`src/rtl/mempool_tcdm_reorder_buffer.sv`:
```
// Tags remote TCDM requests with a ROB slot and returns NoC responses to the tile in request order.
// Latency: request path 0 cycles; a captured response is visible one cycle later when its slot is the head.
// Backpressure: requests stall while all slots are allocated; the tile may hold rsp_ready low indefinitely.
module mempool_tcdm_reorder_buffer #(
    parameter int unsigned NumOutstanding = 8,
    parameter int unsigned AddrWidth      = 32,
    parameter int unsigned DataWidth      = 32,
    localparam int unsigned BeWidth       = DataWidth / 8,
    localparam int unsigned IdWidth       = (NumOutstanding > 1) ? $clog2(NumOutstanding) : 1
) (
    input  logic                 clk_i,
    input  logic                 rst_ni,
    input  logic                 req_valid_i,
    output logic                 req_ready_o,
    input  logic [AddrWidth-1:0] req_addr_i,
    input  logic                 req_wen_i,
    input  logic [DataWidth-1:0] req_wdata_i,
    input  logic [BeWidth-1:0]   req_be_i,
    output logic                 noc_req_valid_o,
    input  logic                 noc_req_ready_i,
    output logic [AddrWidth-1:0] noc_req_addr_o,
    output logic                 noc_req_wen_o,
    output logic [DataWidth-1:0] noc_req_wdata_o,
    output logic [BeWidth-1:0]   noc_req_be_o,
    output logic [IdWidth-1:0]   noc_req_id_o,
    input  logic                 noc_rsp_valid_i,
    output logic                 noc_rsp_ready_o,
    input  logic [IdWidth-1:0]   noc_rsp_id_i,
    input  logic [DataWidth-1:0] noc_rsp_rdata_i,
    output logic                 rsp_valid_o,
    input  logic                 rsp_ready_i,
    output logic [DataWidth-1:0] rsp_rdata_o,
    output logic [IdWidth:0]     occupancy_o,
    output logic                 err_o
);

    logic [IdWidth:0]          wr_ptr, rd_ptr, wr_ptr_next, rd_ptr_next, occupancy;
    logic [IdWidth-1:0]        wr_idx, rd_idx;
    logic [NumOutstanding-1:0] pending, done;
    logic [DataWidth-1:0]      slot_data [NumOutstanding];
    logic                      full, alloc, capture, rsp_fire, err;

    assign wr_idx = wr_ptr[IdWidth-1:0];
    assign rd_idx = rd_ptr[IdWidth-1:0];
    assign full   = (wr_ptr[IdWidth] != rd_ptr[IdWidth]) && (wr_idx == rd_idx);

    // Valid toward the chimney deliberately ignores its ready to keep the handshake acyclic.
    assign noc_req_valid_o = req_valid_i & ~full;
    assign req_ready_o     = noc_req_ready_i & ~full;
    assign noc_req_addr_o  = req_addr_i;
    assign noc_req_wen_o   = req_wen_i;
    assign noc_req_wdata_o = req_wdata_i;
    assign noc_req_be_o    = req_be_i;
    assign noc_req_id_o    = wr_idx;
    assign noc_rsp_ready_o = 1'b1;

    assign alloc    = req_valid_i & req_ready_o;
    assign capture  = noc_rsp_valid_i & pending[noc_rsp_id_i] & ~done[noc_rsp_id_i];
    assign rsp_fire = rsp_valid_o & rsp_ready_i;

    assign rsp_valid_o = done[rd_idx];
    assign rsp_rdata_o = slot_data[rd_idx];
    assign occupancy_o = occupancy;
    assign err_o       = err;

    assign wr_ptr_next = wr_ptr + (IdWidth+1)'(alloc);
    assign rd_ptr_next = rd_ptr + (IdWidth+1)'(rsp_fire);

    // Alloc, capture and release always target distinct slots, so their updates never collide.
    always_ff @(posedge clk_i or negedge rst_ni) begin
        if (!rst_ni) begin
            wr_ptr    <= '0;
            rd_ptr    <= '0;
            occupancy <= '0;
            pending   <= '0;
            done      <= '0;
            err       <= 1'b0;
        end else begin
            wr_ptr    <= wr_ptr_next;
            rd_ptr    <= rd_ptr_next;
            occupancy <= wr_ptr_next - rd_ptr_next;
            if (alloc) begin
                pending[wr_idx] <= 1'b1;
                done[wr_idx]    <= 1'b0;
            end
            if (capture) begin
                done[noc_rsp_id_i] <= 1'b1;
            end
            if (rsp_fire) begin
                pending[rd_idx] <= 1'b0;
                done[rd_idx]    <= 1'b0;
            end
            if (noc_rsp_valid_i && !capture) begin
                err <= 1'b1;
            end
        end
    end

    always_ff @(posedge clk_i) begin
        if (capture) begin
            slot_data[noc_rsp_id_i] <= noc_rsp_rdata_i;
        end
    end

    a_no_alloc_when_full: assert property (@(posedge clk_i) disable iff (!rst_ni)
        !(alloc && full));

    a_req_payload_stable: assert property (@(posedge clk_i) disable iff (!rst_ni)
        (noc_req_valid_o && !noc_req_ready_i) |=> (noc_req_valid_o &&
        $stable({noc_req_addr_o, noc_req_wen_o, noc_req_wdata_o, noc_req_be_o, noc_req_id_o})));

    a_rsp_stable: assert property (@(posedge clk_i) disable iff (!rst_ni)
        (rsp_valid_o && !rsp_ready_i) |=> (rsp_valid_o && $stable(rsp_rdata_o)));

endmodule
```
`config.mk`:
```
export PLATFORM = sky130hd
export DESIGN_NAME = mempool_tcdm_reorder_buffer
export DESIGN_NICKNAME = d
export VERILOG_FILES = /design/src/rtl/mempool_tcdm_reorder_buffer.sv
export SDC_FILE = /design/constraint.sdc
export NUM_CORES = 1
export LEC_CHECK = 0
export BUFFER_PORTS_ARGS = -buffer_cell sky130_fd_sc_hd__clkbuf_2
export CAP_MARGIN = 20
export CORE_UTILIZATION = 38
export DETAILED_ROUTE_END_ITERATION = 10
export PLACE_DENSITY = 0.63
export SYNTH_ARGS = -nofsm -noshare
export SYNTH_HDL_FRONTEND = slang
export SYNTH_SLANG_ARGS = --single-unit
export TNS_END_PERCENT = 1
```
`constraint.sdc`:
```
create_clock -name clk_i -period 12.35 [get_ports clk_i]
set_input_delay 1.8525 -clock clk_i [delete_from_list [all_inputs] [get_ports clk_i]]
set_output_delay 1.8525 -clock clk_i [all_outputs]
set_load 0.005 [all_outputs]
```
==> impl_metrics.yaml <==
status:
  status: "finished with violations"
  violations: "DRC"
final_layout:
  drive_above_1_share_pct: 26.9
  regArea_sq_um: 8420
  diodes: 0
  fillerInstances: 2764
  fin_nets: 873
  layout_common_cells: "edfxtp_1 (256), clkbuf_2 (83), nand2_1 (49)"
  multi_input_area_sq_um: 2770
  area_growth_pct: 9.77
  final_common_cell: "edfxtp_1"
yosys:
  synth_edf_count: 256
  ys.flop_type: "edfxtp_1"
  ys_types: 59
  postSynthNetCount: 856
  synthesis.area_sq_um: 11900
  syn_inst: 738
  synth-seq-cells: 285
  yosys_warnings: 0
  syn_area_per_cell_sq_um: 16.2
  synthArstFlopShare_pct: 10.2
  yosysSeqAreaShare_pct: 70.5
worst_hold_path:
  min_path_cells: 1
  hold_path_class: "flip-flop to flip-flop"
setup_path:
  cp_max_fo: 51
  start_kind: "flip-flop"
  endpoint_kind: "primary output"
  worstPathRequired_ns: 10.50
  ff2ff_path_depth: 13
  path_class: "flip-flop to primary output"
  arrival_ns: 3.70
pwr:
  powerDensity_nw_per_um2: 223
  intPower_w: 0.00196
  power_w: 0.00293
  p_switching_w: 0.000965
  seqPwrFrac_pct: 41.7
  ir_worst_vdd_v: 0.000106
  p_clk_share_pct: 27.3
  switching_share_pct: 33.0
  p_leak_nw: 4.48
  p_comb_share_pct: 31.0
drt:
  wl_met2_um: 13100
  drt_first_pass_iters: 9
  ant_nets: 0
  drc: 66
  highest_layer: "met4"
  routedWlPerCell_um: 23.3
  met1_length_um: 11300
  via_per_inst: 5.51
  num_vias: 6454
  routed_wl_um: 27400
  drt_iter0_markers: 523
  met3_wirelength_um: 1810
sta:
  skew_ns: 0.0150
  period_minus_slack_ns: 5.55
  rsz0062_at_grt: "no"
  worstMarginPinSlew_ns: 1.02
  fmax_ghz: 0.180
  setup_viol: 0
  finalWorstSetupSlack_ns: 6.80
  period_share_pct: 44.9
  slew_violations: 0
  hold_viol: 0
  final.setup.tns_ns: 0
  slew_headroom_pct: 32.0
floorplan:
  start_util_pct: 38.8
  ios: 223
  die_x_um: 179
  dieArea_sq_um: 32100
  rows: 64
  core_region_area_sq_um: 30700
  die_h_um: 179
clocking:
  cts_resized: 0
  root_buffer: "clkbuf_16"
  cts_made_buffers: 29
  htreeDepth: 1
  cts_sinks: 285
  cts_tree: "yes"
  worstSkewPairLatency_ns: 0.54
  postCtsHoldBufs: 0
  cts_setup_buffers: 0
  clockBufferDepth: 3
  clkTransAtPathRegs_ns: 0.06
grt:
  antenna_found_initial: 0
  grt_overflow: 0
  grt_pass1_wl_um: 40100
  grt.total_usage_pct: 17.0
  grt_pass1_vias: 6264
  grt_max_degree: 52
flow_run:
  cap_violations: 0
placement:
  numPortBuffers: 83
  gp_congestion: 0.883
  dp.final_hpwl_um: 16300
  post-place-ws_ns: 7.36
==> cells by family after synthesis <==
kind of cell | count (synthesis) | synth area share, %
AND/OR/NAND/NOR | 114 | 4.52
AO/OA/AOI/OAI | 122 | 7.74
multiplexers | 73 | 8.84
buffers and inverters | 124 | 6.70
flip-flops | 285 | 70.5
adder cells (fa/ha/maj) | 8 | 0.901
other | 1 | 0.0314
XOR/XNOR | 11 | 0.807
==> routing by layer <==
layer,vias to the layer above,track usage [%]
met2,225,27.2
met5,-,0
met4,0,8.40
li1,2847,-
met1,3311,22.5
met3,71,2.82
==> worst max-delay path: stages (launching register included) <==
cell and delay, ns:
dfrtp_2 0.74, buf_4 0.68, inv_1 0.43, nor2_1 0.54, a21oi_1 0.17, o221ai_1 0.37, clkbuf_2 0.19
==> cell type report <==
class	instances	area share, %
flip-flops and latches	285	64.2
multi-input cells	329	21.1
clock buffers	38	5.79
repair buffers	96	3.91
well taps	396	3.78
clock inverters	14	0.735
inverters	14	0.401
==> flip-flops by register name (all words and copies together) (netlist names) <==
register / count
slot_data: 256
wr_ptr: 4
rd_ptr: 4
err_o: 1
pending: 8
done: 8
occupancy_o: 4
==> metrics by stage <==
stage          cell area [sq um]  hold slack (ns)  utilization (%)  cells
2_1_floorplan              11900            0.464                -    738
3_3_place_gp               12300            0.479             39.8   1120
3_5_place_dp               12300            0.487             39.8   1120
4_1_cts                    13100            0.500             42.6   1172
5_1_grt                    13100            0.526             42.6   1172
6_report                   13100            0.496             42.6   1172
==> synthesized netlist by cell type (9+ instances only) <==
library cell / count / share of area, %
mux4_2: 22 / 4.1
dfrtp_1: 29 / 6.1
mux2_2: 36 / 3.4
o22ai_1: 9 / 0.47
buf_2: 21 / 0.88
inv_1: 13 / 0.41
nor2_1: 19 / 0.60
a22oi_1: 19 / 1.2
mux2i_1: 14 / 1.2
a21oi_1: 16 / 0.67
o21ai_0: 10 / 0.42
buf_4: 74 / 4.7
nand2_1: 49 / 1.5
edfxtp_1: 256 / 64
a221oi_1: 34 / 2.5
==> worst paths after layout <==
kind	endpoint	slack [ns]	start
worst max-delay path	rsp_rdata_o[14]	6.80	rd_ptr[2]
max in group asynchronous	rd_ptr[0]	10.42	rst_ni
min in group asynchronous	rd_ptr[3]	1.37	rst_ni
worst min-delay path	pending[3]	0.50	pending[3]
worst max register to register	occupancy_o[3]	7.49	rd_ptr[2]
worst min register to register	pending[3]	0.50	pending[3]
==> power by group through the flow <==
stage               Combinational (W)  Sequential, W  Clock [W]
global placement             0.000919        0.00124          0
global route                  0.00100        0.00123   0.000851
detailed placement           0.000922        0.00124          0
floorplan                    0.000669        0.00118          0
CTS                          0.000926        0.00122   0.000816
finish                       0.000909        0.00122   0.000799
Note: power is estimated with default switching activity, not from simulation.
